## config.mk

```make
export PLATFORM = sky130hd
export DESIGN_NAME = uart_tx_ctrl
export DESIGN_NICKNAME = d
export VERILOG_FILES = /design/src/rtl/uart_tx_ctrl.sv
export SDC_FILE = /design/constraint.sdc
export NUM_CORES = 1
export LEC_CHECK = 0
export BUFFER_PORTS_ARGS = -buffer_cell sky130_fd_sc_hd__buf_2
export CORE_MARGIN = 5
export CORE_UTILIZATION = 51
export CTS_CLUSTER_DIAMETER = 40
export DETAILED_ROUTE_END_ITERATION = 10
export PLACE_DENSITY = 0.87
export SLEW_MARGIN = 20
export SYNTH_ARGS = -nofsm -noshare
export SYNTH_HDL_FRONTEND = slang
export SYNTH_SLANG_ARGS = --single-unit
```

## constraint.sdc

```tcl
create_clock -name clk -period 2.3 [get_ports clk]
set_clock_uncertainty 0.05 [all_clocks]
set_input_delay 0.23 -clock clk [delete_from_list [all_inputs] [get_ports clk]]
set_output_delay 0.23 -clock clk [all_outputs]
set_load 0.02 [all_outputs]
```

## src/rtl/uart_tx_ctrl.sv

```systemverilog
// UART transmit frame controller: start bit, 8 data bits LSB-first from an
// external serializer, optional even/odd parity bit, and one stop bit.
// One line bit per clk cycle.
//
// Handshake: there is no ready output. A byte is taken on a rising edge where
// data_valid=1 and the frame state is IDLE or STOP. The byte is taken in STOP
// for back-to-back frames. A data_valid seen in START, DATA or PARITY is
// dropped, not queued. busy is high from the cycle after the accept until the
// cycle after the last stop bit.
module uart_tx_ctrl #(
    parameter int DATA_WIDTH = 8
) (
    input  logic                  clk,
    input  logic                  rst,
    input  logic [DATA_WIDTH-1:0] p_data,
    input  logic                  data_valid,
    input  logic                  par_en,
    input  logic                  par_typ,
    input  logic                  ser_done,
    input  logic                  ser_out,
    output logic                  ser_en,
    output logic [DATA_WIDTH-1:0] ser_data,
    output logic                  tx_out,
    output logic                  busy,
    output logic [4:0]            dbg_status
);

    typedef enum logic [2:0] {
        IDLE   = 3'd0,
        START  = 3'd1,
        DATA   = 3'd2,
        PARITY = 3'd3,
        STOP   = 3'd4
    } state_t;

    // DATA is abandoned when the watchdog count reaches this value without
    // ser_done. A stalled serializer therefore cannot hold the line low.
    localparam logic [3:0] WD_LIMIT = 4'd9;

    state_t                state_q, state_d;
    logic [DATA_WIDTH-1:0] ser_data_q, ser_data_d;
    logic                  par_en_q, par_en_d;
    logic                  par_typ_q, par_typ_d;
    logic                  par_bit_q, par_bit_d;
    logic [3:0]            wd_q, wd_d;
    logic                  accept;

    assign accept = data_valid && ((state_q == IDLE) || (state_q == STOP));

    // Frame state, latched byte, frame configuration and watchdog registers.
    always_ff @(posedge clk or negedge rst) begin
        if (!rst) begin
            state_q    <= IDLE;
            ser_data_q <= '0;
            par_en_q   <= 1'b0;
            par_typ_q  <= 1'b0;
            par_bit_q  <= 1'b0;
            wd_q       <= 4'd0;
        end else begin
            state_q    <= state_d;
            ser_data_q <= ser_data_d;
            par_en_q   <= par_en_d;
            par_typ_q  <= par_typ_d;
            par_bit_q  <= par_bit_d;
            wd_q       <= wd_d;
        end
    end

    // Next-state logic, accept-time latching and watchdog counting.
    always_comb begin
        state_d    = state_q;
        ser_data_d = ser_data_q;
        par_en_d   = par_en_q;
        par_typ_d  = par_typ_q;
        par_bit_d  = par_bit_q;
        wd_d       = 4'd0;

        // The parity bit is fixed at accept time. The byte in flight keeps its
        // own parity even when the next byte is latched during STOP.
        if (accept) begin
            ser_data_d = p_data;
            par_en_d   = par_en;
            par_typ_d  = par_typ;
            par_bit_d  = par_typ ? ~^p_data : ^p_data;
        end

        unique case (state_q)
            IDLE: begin
                if (accept) state_d = START;
            end
            START: begin
                state_d = DATA;
            end
            DATA: begin
                wd_d = wd_q + 4'd1;
                if (ser_done) begin
                    state_d = par_en_q ? PARITY : STOP;
                end else if (wd_q == WD_LIMIT) begin
                    state_d = STOP;
                end
            end
            PARITY: begin
                state_d = STOP;
            end
            STOP: begin
                state_d = accept ? START : IDLE;
            end
            default: begin
                state_d = IDLE;
            end
        endcase
    end

    // Line mux and serializer enable, decoded from the current state only.
    always_comb begin
        tx_out = 1'b1;
        ser_en = 1'b0;
        unique case (state_q)
            IDLE:    tx_out = 1'b1;
            START:   tx_out = 1'b0;
            DATA: begin
                tx_out = ser_out;
                ser_en = 1'b1;
            end
            PARITY:  tx_out = par_bit_q;
            STOP:    tx_out = 1'b1;
            default: tx_out = 1'b1;
        endcase
    end

    assign ser_data   = ser_data_q;
    assign busy       = (state_q != IDLE);
    assign dbg_status = {par_typ_q, par_en_q, state_q};

endmodule

```

# Yosys cells after proc, flatten, opt, wreduce, memory -nomap -nowiden
# Index checks and enable logic that the tools add are counted.
# W data, S select, Z words.
[word_totals]
reg_bits = 18
inputBits = 15
out_inout_bits = 16
[classes]
n_addsub = 1
n_eq_ne = 7
n_mux = 10
n_reduce_logical = 7
[ops]
columns = ["cell", "count"]
rows = [
  ["$pmux W3 S5", 1],
  ["$mux W3", 4],
  ["$reduce_xnor A8 Y1", 1],
  ["$reduce_xor A8 Y1", 1],
  ["$eq A3 B2 Y1 const B", 2],
  ["$add A4 B1 Y4 const B", 1],
  ["$eq A4 B4 Y1 const B", 1],
  ["$mux W4", 1],
  ["$eq A3 B1 Y1 const B", 1],
  ["$eq A3 B3 Y1 const B", 1],
  ["$logic_not A3 Y1", 1],
  ["$mux W1", 3],
  ["$ne A3 B3 Y1 const B", 1],
  ["$pmux W1 S3", 1],
  ["$reduce_bool A3 Y1", 1],
  ["$ne A2 B2 Y1 const B", 1],
  ["$reduce_and A2 Y1", 1],
  ["$logic_and A1 B1 Y1", 1],
  ["$logic_or A1 B1 Y1", 1],
]

# Depth between registers and ports, before layout
[logic_depth]
word_depth = 5
depth_mapped = 5

# Least setup slack after synthesis
# Ideal clock, no wire load.
[synth_timing]
path_kind = "reg2reg"
start = "reg state_q[1]"
end = "reg par_typ_q"
arrival_time_ns = 1.402
required_time_ns = 2.125
slack_ns = 0.724
path_stages_with_launch = 6
n_path_buf = 2
period_less_slack_ns = 1.576
path_cell_list = "dfrtp_1 > buf_2 > nand2b_1 > nor2_1 > buf_4 > mux2_2"
[synth_between]
elab_chain_len = 3
[synth_lines]
columns = ["element", "line_no", "source"]
rows = [
  ["start: declaration", "40", "state_t state_q, state_d;"],
  ["start signal: assignment", "60", "state_q <= state_d;"],
  ["$eq A3 B3 Y1 or $logic_not A3 Y1 (tied branches)", "48", "assign accept = data_valid && ((state_q == IDLE) || (state_q == STOP));"],
  ["$logic_or A1 B1 Y1 *", "48", ""],
  ["$logic_and A1 B1 Y1 *", "48", ""],
  ["end signal: assignment", "63", "par_typ_q <= par_typ_d;"],
  ["end: declaration", "43", "logic par_typ_q, par_typ_d;"],
]
# Mark *: on every way between the ends. The rest lies on a longest branch, timed or not.
# A chain may end at the register's enable or synchronous reset.

# Worst setup path after layout
[layout_timing]
start = "reg state_q[1]"
end = "out tx_out"
[layout_between]
elab_chain_len = 2
[layout_lines]
columns = ["element", "line_no", "source"]
rows = [
  ["$eq A3 B2 Y1 or $eq A3 B1 Y1 (tied branches)", "118", "unique case (state_q)"],
  ["$pmux W1 S3 *", "118", ""],
  ["end: declaration", "23", "output logic tx_out,"],
]
# Marks and branches as above.

==> impl_metrics.json <==
{
  "outcome": "finished, final reports clean",
  "drive_gt1_frac": 0.4646,
  "yosys_warnings": 0,
  "nets": 117,
  "die_area_mm2": 0.002585,
  "peakVddDrop_mv": 0.6319,
  "gp_congestion": 0.7331,
  "yosysMostFrequentCell": "dfrtp_1",
  "synth-seq-cells": 18,
  "wl_per_cell_um": 14.51,
  "slew_headroom": 0.7358,
  "yosysSeqAreaShare": 0.5294,
  "pwr-share-seq": 0.396,
  "leakagePower_nw": 0.5228,
  "cp_max_fo": 9,
  "place_hpwl_mm": 1.263,
  "post-cts-setup-buffers": 0,
  "synthCells": 68,
  "async_reset_ff_frac": 1.000,
  "worstPathArrival_ns": 1.38,
  "num-fill-cells": 120,
  "ant_nets": 0,
  "hold_buffers": 1,
  "hold_viol": 0,
  "cts-resized-gates": 0,
  "power-per-cell-area_mw_per_mm2": 1357,
  "io_buffers": 30,
  "holdWs_ns": 0.1142,
  "synth_enable_flop_cells": 0,
  "cts_root_buffer": "clkbuf_4",
  "yosysTopAreaCell": "dfrtp_1",
  "critPathSlowestCell": "dfrtp_1",
  "num_vias": 597,
  "start_kind": "flip-flop",
  "area_growth_syn_to_layout_pct": 22.65,
  "cts_tree": "built",
  "dr.first_iter.drc_count": 2,
  "avgSynthCellArea_um2": 12.51,
  "io_pins": 31,
  "busiest_layer": "met2",
  "pwr-share-comb": 0.467,
  "die_x_um": 50.85,
  "seq_area_um2": 450.4,
  "fmax_mhz": 603.5,
  "critPathBufInv": 1,
  "clk_pin_slew_ns": 0.10,
  "synth.distinct_cells": 23,
  "drv_slew": 0,
  "grtUsageMet3": 0.03779,
  "min_period_ns": 1.657,
  "synth_common_cells": "dfrtp_1 (18), mux2_2 (10), nor2_1 (8)",
  "drv_cap": 0,
  "clock-sinks": 18,
  "required_ns": 2.02,
  "setup_viol": 0,
  "htree_levels": 1,
  "via_per_inst": 5.191,
  "grt_pass1_vias": 667,
  "rows": 14,
  "antenna_found_initial": 0,
  "cts_buffer_depth": 2,
  "grt_pass1_wl_mm": 2.925,
  "finalWirelength_mm": 1.669,
  "end_kind": "primary output",
  "synthesis.area_um2": 850.8,
  "first_pass_iters": 3,
  "power_switching_share": 0.4055,
  "yosysTopAreaCellShare": 0.5294,
  "synth_area_leaders": "dfrtp_1 (53%), mux2_2 (13%), xnor2_1 (6.2%), nor2_1 (3.5%), ha_1 (2.9%)",
  "p_switching_mw": 0.5742,
  "finalCritPeriodShare": 0.7204,
  "drc_errors": 0,
  "die_h_um": 50.85,
  "use_met1": 0.1490,
  "clk_latency_ns": 0.29,
  "ys.flop_type": "dfrtp_1",
  "worstPathCellList": "a21oi_1 > a311o_1 > buf_2",
  "tightest_slew_ns": 0.3964,
  "fp.coreArea_mm2": 0.001541,
  "cts_made_buffers": 3,
  "hp-class": "in -> reg",
  "internal-power_mw": 0.8420,
  "fin_setup_tns_ns": 0,
  "crit_type": "reg -> out",
  "multi_input_area_um2": 357.8,
  "gr-total-overflow": 0,
  "p_clk_frac": 0.138,
  "n_antenna_cell": 0,
  "start_util": 0.5519,
  "use_met2": 0.2831,
  "max_stage_delay_ns": 0.51,
  "synth_nets": 85,
  "grt_start_max_net_pins": 19,
  "grt_usage": 0.1523,
  "path_delay_family": "flip-flops",
  "rsz0062_at_grt": "no"
}
-- worst reg2reg max path: cells and delay by family (launching register included) --
family        cells  cell delay [ns]
flops             1             0.49
mux               1             0.36
simple gates      2             0.29
buf+inv           1             0.21
-- placed cells by master (no fill, tap or decap), types with 2 or more instances in the layout --
master,instances
buf_2,30
dfrtp_1,18
mux2_2,10
nor2_1,8
xnor2_1,6
inv_1,3
clkbuf_4,3
a21oi_1,2
xor2_1,2
ha_1,2
-- sequential cells by signal, summed over array words and instances, names as in the netlist --
| name | flops |
|---|---|
| ser_data | 8 |
| par_bit_q | 1 |
| state_q | 3 |
| par_en_q | 1 |
| par_typ_q | 1 |
| wd_q | 4 |
-- per-layer routing --
layer / share of wire / wire length, um
met1: 0.38 / 633
met2: 0.52 / 876
met3: 0.070 / 117
met4: 0.024 / 40
met5: 0 / 0
-- stage by stage --
step	instances	power [mW]	area, um2	util	worst slack (ns)
finish	115	1.416	1044	0.6769	0.6431
global route	115	1.519	1044	0.6769	0.5472
CTS	115	1.435	1044	0.6769	0.6364
detailed placement	110	1.237	997.2	0.6469	0.7500
global placement	110	1.208	997.2	0.6469	0.8543
floorplan	68	1.045	850.8	-	0.7236
-- layout make-up --
| cell class | count | area share |
|---|---|---|
| clock buffers | 4 | 0.03477 |
| inverters | 3 | 0.01079 |
| multi-input cells | 42 | 0.3429 |
| flip-flops and latches | 18 | 0.4317 |
| well taps | 16 | 0.01918 |
| repair buffers | 32 | 0.1607 |
-- worst paths after layout --
path                       startpoint          end  slack, ns  cells after the start
setup / recovery           state_q[1]       tx_out       0.64                      3
hold / removal                 par_en     par_en_q       0.11                      2
setup reg to reg           state_q[1]  ser_data[2]       0.80                      4
hold reg to reg               wd_q[0]      wd_q[0]       0.45                      1
max in group asynchronous         rst  ser_data[6]       1.58                      2
min in group asynchronous         rst  ser_data[7]       0.34                      2
-- power by group through the flow --
stage | Clock (mW) | Sequential, mW | Combinational [mW]
floorplan | 0 | 0.648 | 0.396
global placement | 0 | 0.558 | 0.650
detailed placement | 0 | 0.569 | 0.667
CTS | 0.203 | 0.563 | 0.670
global route | 0.221 | 0.588 | 0.710
finish | 0.195 | 0.560 | 0.661
-- cell families (layout without fill, tap and decap cells) --
logic type	Yosys count	count (layout)	synth area share
buffers and inverters	8	39	0.04999
AND/OR/NAND/NOR	15	15	0.08678
XOR/XNOR	9	9	0.1088
flip-flops	18	18	0.5294
AO/OA/AOI/OAI	4	4	0.03383
multiplexers	12	12	0.1618
adder cells (fa/ha/maj)	2	2	0.02941
(Power assumes the default switching activity.)
